===== src/rtl/mod_split_if_sched_pkg.sv =====
// Shared types and constants for the split-if request scheduler.
package mod_split_if_sched_pkg;

    typedef enum logic [1:0] {
        IDLE = 2'd0,
        EXEC = 2'd1,
        RESP = 2'd2
    } state_t;

    localparam int B_ADD_T = 3;
    localparam int A_SUB_F = 1;
    localparam int B_SUB_F = 2;
    localparam int STATS_W = 16;

endpackage


===== src/rtl/mod_split_if_rr_arb.sv =====
// Combinational round-robin arbiter: the search starts one above ptr and wraps.
module mod_split_if_rr_arb #(
    parameter int NREQ = 4,
    parameter int IDW  = $clog2(NREQ)
) (
    input  logic [NREQ-1:0] req,
    input  logic [IDW-1:0]  ptr,
    input  logic            en,
    output logic [NREQ-1:0] gnt,
    output logic [IDW-1:0]  gnt_id,
    output logic            any
);

    logic           found;
    logic [IDW-1:0] idx;

    always_comb begin
        gnt    = '0;
        gnt_id = '0;
        found  = 1'b0;
        idx    = '0;
        for (int k = 1; k <= NREQ; k++) begin
            idx = IDW'((int'(ptr) + k) % NREQ);
            if (!found && req[idx]) begin
                found  = 1'b1;
                gnt_id = idx;
            end
        end
        any = en && found;
        if (any) gnt[gnt_id] = 1'b1;
    end

endmodule


===== src/rtl/mod_split_if_sched.sv =====
// Shares one split-if update datapath between NREQ requesters.
// Optional SPLIT_IF_SCHED_STATS_EN adds a saturating done_cnt output.
module mod_split_if_sched
    import mod_split_if_sched_pkg::*;
#(
    parameter int NREQ = 4,
    parameter int W    = 8,
    parameter int IDW  = $clog2(NREQ)
) (
    input  logic            clk,
    input  logic            reset,
    input  logic [NREQ-1:0] req_valid,
    output logic [NREQ-1:0] req_ready,
    input  logic [NREQ-1:0] req_cond,
    input  logic [NREQ*W-1:0] req_data,
    output logic            rsp_valid,
    input  logic            rsp_ready,
    output logic [IDW-1:0]  rsp_id,
    output logic [W-1:0]    rsp_a,
    output logic [W-1:0]    rsp_b,
    output logic            busy
`ifdef SPLIT_IF_SCHED_STATS_EN
    ,
    output logic [STATS_W-1:0] done_cnt
`endif
);

    state_t         state;
    logic [IDW-1:0] ptr;
    logic           lat_cond;
    logic [W-1:0]   lat_data;
    logic [IDW-1:0] lat_id;
    logic [IDW-1:0] gnt_id;
    logic           any;
    logic [W-1:0]   a_nxt;
    logic [W-1:0]   b_nxt;

    mod_split_if_rr_arb #(
        .NREQ (NREQ),
        .IDW  (IDW)
    ) u_arb (
        .req    (req_valid),
        .ptr    (ptr),
        .en     (state == IDLE),
        .gnt    (req_ready),
        .gnt_id (gnt_id),
        .any    (any)
    );

    assign a_nxt = lat_cond ? lat_data : lat_data - W'(A_SUB_F);
    assign b_nxt = lat_cond ? lat_data + W'(B_ADD_T)
                            : lat_data - W'(B_SUB_F);

    always_ff @(posedge clk) begin
        if (reset) begin
            state     <= IDLE;
            ptr       <= IDW'(NREQ - 1);
            rsp_valid <= 1'b0;
            rsp_id    <= '0;
            rsp_a     <= '0;
            rsp_b     <= '0;
            busy      <= 1'b0;
            lat_cond  <= 1'b0;
            lat_data  <= '0;
            lat_id    <= '0;
        end else begin
            unique case (state)
                IDLE: if (any) begin
                    lat_cond <= req_cond[gnt_id];
                    lat_data <= req_data[int'(gnt_id)*W +: W];
                    lat_id   <= gnt_id;
                    busy     <= 1'b1;
                    state    <= EXEC;
                end
                EXEC: begin
                    rsp_a     <= a_nxt;
                    rsp_b     <= b_nxt;
                    rsp_id    <= lat_id;
                    rsp_valid <= 1'b1;
                    state     <= RESP;
                end
                RESP: if (rsp_ready) begin
                    ptr       <= lat_id;
                    rsp_valid <= 1'b0;
                    busy      <= 1'b0;
                    state     <= IDLE;
                end
                default: state <= IDLE;
            endcase
        end
    end

`ifdef SPLIT_IF_SCHED_STATS_EN
    always_ff @(posedge clk) begin
        if (reset) begin
            done_cnt <= '0;
        end else if (rsp_valid && rsp_ready && done_cnt != '1) begin
            done_cnt <= done_cnt + 1'b1;
        end
    end
`endif

endmodule


===== config.mk =====
export PLATFORM = sky130hd
export DESIGN_NAME = mod_split_if_sched
export DESIGN_NICKNAME = d
export VERILOG_FILES = /design/src/rtl/mod_split_if_sched_pkg.sv /design/src/rtl/mod_split_if_rr_arb.sv /design/src/rtl/mod_split_if_sched.sv
export SDC_FILE = /design/constraint.sdc
export NUM_CORES = 1
export LEC_CHECK = 0
export BUFFER_PORTS_ARGS = -buffer_cell sky130_fd_sc_hd__buf_4
export CORE_MARGIN = 2
export CORE_UTILIZATION = 55
export DETAILED_ROUTE_END_ITERATION = 10
export GPL_ROUTABILITY_DRIVEN = 0
export PLACE_DENSITY = 0.89
export RECOVER_POWER = 25
export SLEW_MARGIN = 20
export SYNTH_ARGS = -nofsm -noshare
export SYNTH_HDL_FRONTEND = slang
export SYNTH_SLANG_ARGS = --single-unit

===== constraint.sdc =====
create_clock -name clk -period 2.9 [get_ports clk]
set_input_delay 0.435 -clock clk [delete_from_list [all_inputs] [get_ports clk]]
set_output_delay 0.435 -clock clk [all_outputs]
set_load 0.01 [all_outputs]

# --- Word-level counts from Yosys, hierarchy flattened ---
# Index checks and enable logic that the tools add are counted.
totals:
  reg_bits: 35
  in_bits: 43
  output_inout_bits: 24
  word_cells: 74
classes:
  n_addsub: 7
  order_cmp: 6
  n_eq_ne: 4
  shift: 1
  n_mux: 30
  reduce_logical: 16
ops:
  columns: ["operator", "n"]
  rows:
  - ["$shiftx 32x6->8", 1]
  - ["$mux 8", 2]
  - ["$lt 2x3->1 const B", 5]
  - ["$mux 1", 12]
  - ["$mux 2", 6]
  - ["$bmux 1 s2", 5]
  - ["$add 8x2->8 const B", 1]
  - ["$reduce_and 2->1", 4]
  - ["$sub 8x1->8 const B", 1]
  - ["$sub 8x2->8 const B", 1]
  - ["$pmux 2 s3", 1]
  - ["$logic_and 1x1->1", 5]
  - ["$add 2x1->2 const B", 2]
  - ["$add 2x2->2 const B", 2]
  - ["$mux 4", 1]
  - ["$ne 2x2->1 const B", 2]
  - ["$pmux 1 s2", 2]
  - ["$reduce_bool 2->1", 2]
  - ["$logic_not 1->1", 3]
  - ["$reduce_and 3->1", 1]
  - ["$demux 1 s2", 1]
  - ["$eq 2x1->1 const B", 1]
  - ["$eq 2x2->1 const B", 1]
  - ["$ge 2x1->1 const B", 1]
  - ["$logic_not 2->1", 1]

# --- Depth between registers and ports, before layout ---
depth:
  word_depth: 18
  mapped_depth: 8
  ltp_nobuf: 7

# --- Cells and area by module ---
# A second synthesis with hierarchy kept.
unflattened:
  hier_cells: 228
  hier_area_um2: 1978.1
by_module_without_submodules:
  columns: ["mod", "n_inst", "cells_each", "area_per_inst_um2", "seq_area_each_um2"]
  rows:
  - ["mod_split_if_sched", 1, 206, 1853.0, 700.7]
  - ["mod_split_if_rr_arb", 1, 22, 125.1, 0.0]

# --- Worst setup path after synthesis ---
# Ideal clock, no wire load.
synth_path:
  path_kind: "input port to output port"
  startpoint: "input req_valid[2]"
  endpoint: "output req_ready[1]"
  t_arrival_ps: 1507
  required_time_ps: 2465
  setup_slack_ps: 958
  cell_stages: 6
  path_buffers: 2
  cell_sequence: "nor2_1 -> o21a_1 -> clkbuf_1 -> nor3_4 -> buf_6 -> nor3_1"
synth_between:
  elab_chain_cells: 17
  word_cells_on_any_way: 29
  classes_between: "2 x order compare; 19 x mux; 8 x reduce/logical"
synth_rtl:
  columns: ["item", "line", "source"]
  rows:
  - ["from (decl)", "mod_split_if_sched.sv:12", "input logic [NREQ-1:0] req_valid,"]
  - ["$bmux 1 s2", "mod_split_if_rr_arb.sv:24", "if (!found && req[idx]) begin"]
  - ["$mux 1 (not written as such)", "mod_split_if_rr_arb.sv:24", null]
  - ["$mux 1", "mod_split_if_rr_arb.sv:24", null]
  - ["$logic_not 1->1", "mod_split_if_rr_arb.sv:24", null]
  - ["$logic_and 1x1->1", "mod_split_if_rr_arb.sv:24", null]
  - ["$mux 1", "mod_split_if_rr_arb.sv:24", null]
  - ["$logic_not 1->1", "mod_split_if_rr_arb.sv:24", null]
  - ["$logic_and 1x1->1", "mod_split_if_rr_arb.sv:24", null]
  - ["$mux 1", "mod_split_if_rr_arb.sv:24", null]
  - ["$logic_not 1->1", "mod_split_if_rr_arb.sv:24", null]
  - ["$logic_and 1x1->1", "mod_split_if_rr_arb.sv:24", null]
  - ["$mux 2", "mod_split_if_rr_arb.sv:24", null]
  - ["$lt 2x3->1 (not written as such) / $ge 2x1->1 (equally long branches)", "mod_split_if_rr_arb.sv:30", "if (any) gnt[gnt_id] = 1'b1;"]
  - ["$logic_and 1x1->1 (not written as such)", "mod_split_if_rr_arb.sv:30", null]
  - ["$mux 1 (not written as such)", "mod_split_if_rr_arb.sv:30", null]
  - ["$demux 1 s2", null, null]
  - ["$mux 4 (*)", "mod_split_if_rr_arb.sv:30", null]
  - ["to (decl)", "mod_split_if_sched.sv:13", "output logic [NREQ-1:0] req_ready,"]
# Every way passes the cells marked *; elsewhere a longest branch is shown, timed or not. The select of a mux whose other input is x is not followed.

# --- Worst setup path after layout ---
layout_path:
  startpoint: "register ptr[0]"
  endpoint: "output req_ready[1]"
layout_between:
  elab_chain_cells: 18
  word_cells_on_any_way: 33
  classes_between: "4 x add/sub; 2 x order compare; 19 x mux; 8 x reduce/logical"
layout_rtl:
  columns: ["item", "line", "source"]
  rows:
  - ["from (decl)", "mod_split_if_sched.sv:29", "logic [IDW-1:0] ptr;"]
  - ["from (signal assigned)", "mod_split_if_sched.sv:57", "ptr <= IDW'(NREQ - 1);"]
  - ["from (signal assigned)", "mod_split_if_sched.sv:83", "ptr <= lat_id;"]
  - ["$add 2x1->2", "mod_split_if_rr_arb.sv:23", "idx = IDW'((int'(ptr) + k) % NREQ);"]
  - ["$bmux 1 s2", "mod_split_if_rr_arb.sv:24", null]
  - ["$mux 1 (not written as such)", "mod_split_if_rr_arb.sv:24", null]
  - ["$mux 1", "mod_split_if_rr_arb.sv:24", null]
  - ["$logic_not 1->1", "mod_split_if_rr_arb.sv:24", null]
  - ["$logic_and 1x1->1", "mod_split_if_rr_arb.sv:24", null]
  - ["$mux 1", "mod_split_if_rr_arb.sv:24", null]
  - ["$logic_not 1->1", "mod_split_if_rr_arb.sv:24", null]
  - ["(+2 left out)", null, null]
  - ["$logic_not 1->1", "mod_split_if_rr_arb.sv:24", null]
  - ["$logic_and 1x1->1", "mod_split_if_rr_arb.sv:24", null]
  - ["$mux 2", "mod_split_if_rr_arb.sv:24", null]
  - ["$lt 2x3->1 (not written as such) / $ge 2x1->1 (equally long branches)", "mod_split_if_rr_arb.sv:30", null]
  - ["$logic_and 1x1->1 (not written as such)", "mod_split_if_rr_arb.sv:30", null]
  - ["$mux 1 (not written as such)", "mod_split_if_rr_arb.sv:30", null]
  - ["$demux 1 s2", null, null]
  - ["$mux 4 (*)", "mod_split_if_rr_arb.sv:30", null]
# Marks and branches as above.

==> out/metrics.yaml <==
worst_ep_arrival_time_ns: 1.84
mostFrequentLayoutCell: "buf_4"
min_from: "rsp_ready"
pin_count: 67
maxSlewViolCount: 0
grt_pass1_vias: 1888
vias_per_cell: 5.515
antennaDiodeCount: 0
critPathCaptureType: "output pin"
antenna_found_initial: 0
nFillCells: 311
intPower_w: 0.0009865
chipWidth_um: 65.51
vias: 1980
cp-startpoint: "ptr[0]$_SDFFE_PP1P_"
coreArea_um2: 3661
layout-drive-gt1-share_pct: 26.05
numCtsBuffers: 5
crit_path_top_delay_cell: "nor3_4"
hpwl_um: 3798
p_switching_w: 0.0004672
synthCells: 255
yosysTopAreaCell: "dfxtp_1"
p_leak_nw: 1.093
totalWireLength_um: 4942
postLayoutCoreUtil_pct: 71.53
period_minus_slack_ns: 2.276
maxCapViolCount: 0
cts_root_buffer: "clkbuf_8"
clk_latency_ns: 0.28
synth.area.top_cells: "dfxtp_1 (34%), nor2_1 (4.7%), nand2_1 (4.5%), a21oi_1 (3.4%), mux2i_1 (3.4%)"
total_power_w: 0.001454
postRouteAntennaNets: 0
clockPowerShare_pct: 25.9
synth_seq_cells: 35
final_cell_mix: "buf_4 (58), dfxtp_1 (35), nor2_1 (26)"
rsz0062_at_grt: "false"
grt_pass1_wl_um: 8217
critical_path_class: "flip-flop to output pin"
wl_per_cell_um: 13.77
skew_ns: 0.003746
first_pass_iters: 4
cts_tree: "yes"
slowest_delay_ns: 0.39
syn_nets: 303
synth_area_um2: 2081
numPortBuffers: 66
ys.flop_type: "dfxtp_1"
synth_edf_count: 0
final_hold_viol_count: 0
path_max_fanout: 9
worst_r2r_startpoint: "ptr[0]$_SDFFE_PP1P_"
grt_usage_pct: 24.91
hold_path_class: "input port to flip-flop"
tightest_slew_ns: 0.9116
synth.yosys.warnings: 0
pwr-share-seq_pct: 41.9
min_period_over_period_pct: 78.49
synth.top_cell.area_share_pct: 33.67
cp-start-kind: "flip-flop"
ys_types: 44
power_density_nw_per_um2: 555.1
synth_seq_area_share_pct: 33.67
num_rows: 22
cp.required_ns: 2.47
cp_cell_sequence: "and2b_1 > o21a_1 > nor3_4 > nor3_1 > buf_4"
grt_max_degree: 39
cts_buffer_depth: 2
worstPathBufferInverterCount: 1
cts-hold-fix-buffers: 0
syn_to_final_growth_pct: 25.86
switching_share_pct: 32.14
htree_levels: 2
path_delay_family: "simple AND/OR/NAND/NOR gates"
postSynthAreaPerCell_um2: 8.160
drtIter0Drc: 76
post_cts_buffers: 0
start_util_pct: 56.84
setup_viol_count_final: 0
timing.fmax_mhz: 439.3
die_y_um: 65.51
grt-ovfl-total: 0
die_area_um2: 4291
path_clk_slew_ns: 0.07
status: "finished, final reports clean"
slew_headroom_pct: 38.76
final.setup.tns_ns: 0
comb_power_share_pct: 32.2
drc: 0
clock-sinks: 35
synthArstFlopShare_pct: 0
final_nets: 358
vdd_drop_max_mv: 0.2091
cts_resized: 0
-- layer usage --
layer,vias to the layer above,global-route usage [%],wire [µm]
met5,-,0,0
met4,0,12.50,83
met3,6,7.363,345
met2,73,41.33,2309
met1,885,29.12,2203
li1,1016,-,-
-- worst register-to-register path: stages, from the launching register on --
cell,delay (ns)
dfxtp_1,0.36
and2b_1,0.21
o21a_1,0.32
nor3_4,0.39
mux2_2,0.39
o211a_1,0.20
-- registers in the layout, summed over array words and instances, names as in the netlist --
register / cells
busy: 1
lat_data: 8
rsp_b: 8
ptr: 2
lat_cond: 1
lat_id: 2
rsp_id: 2
state: 2
rsp_valid: 1
rsp_a: 8
-- power by group through the flow --
stage	Sequential (W)	Combinational [W]	Clock, W
finish	0.000609	0.000469	0.000376
global route	0.000616	0.000525	0.000406
CTS	0.000608	0.000487	0.000383
detailed placement	0.000619	0.000485	0
global placement	0.000616	0.000471	0
floorplan	0.000601	0.000341	0
-- path summary, 6_finish.rpt --
path                               to  cells after the start  slack [ns]
min             state[1]$_SDFFE_PP0P_                      4        0.45
max reg2reg  lat_data[3]$_SDFFE_PP0P_                      5        0.92
min reg2reg         busy$_SDFFE_PP0P_                      2        0.46
max                      req_ready[1]                      5        0.62
-- area by class of cell --
type / count / area (µm²) / area share [%]
Clock buffer: 8 / 100.1 / 3.822
Inverter: 7 / 26.28 / 1.003
Multi-Input combinational cell: 192 / 1255 / 47.92
Sequential cell: 35 / 700.7 / 26.76
Tap cell: 48 / 60.06 / 2.293
Timing Repair Buffer: 69 / 476.7 / 18.20
-- logic make-up after synthesis --
family	after synthesis	share of synthesized area [%]
XOR/XNOR	13	5.472
multiplexers	10	4.991
AND/OR/NAND/NOR	95	23.51
flip-flops	35	33.67
adder cells (fa/ha/maj)	5	3.007
buffers and inverters	28	6.013
AO/OA/AOI/OAI	69	23.33
-- through the flow --
| stage | setup WS [ns] | area [µm²] | cells | hold WS [ns] |
|---|---|---|---|---|
| 3_3_place_gp | 0.7835 | 2560 | 351 | 0.4419 |
| 5_1_grt | 0.4976 | 2619 | 359 | 0.4712 |
| 2_1_floorplan | 0.9580 | 2081 | 255 | 0.4419 |
| 4_1_cts | 0.6261 | 2660 | 359 | 0.4416 |
| 3_5_place_dp | 0.7494 | 2560 | 351 | 0.4509 |
| 6_report | 0.6238 | 2619 | 359 | 0.4490 |
-- cells in the mapped netlist (3+ instances only) --
cell,count
o211a_1,3
nor2_1,26
ha_1,5
nand2_1,25
o211ai_1,6
mux2i_1,7
a21oi_1,14
nand3b_1,5
o21ai_0,9
clkbuf_1,15
o31ai_1,6
inv_1,7
a31oi_1,4
nor2b_1,3
nand2b_1,5
nand4_1,5
a211oi_1,9
buf_2,4
dfxtp_1,35
xnor2_1,6
xor2_1,7
mux2_2,3
a21bo_2,5
or3_1,4
nor4_1,5
nand3_1,3
nor3_1,6
No activity file was read; power rests on OpenSTA's default activity.
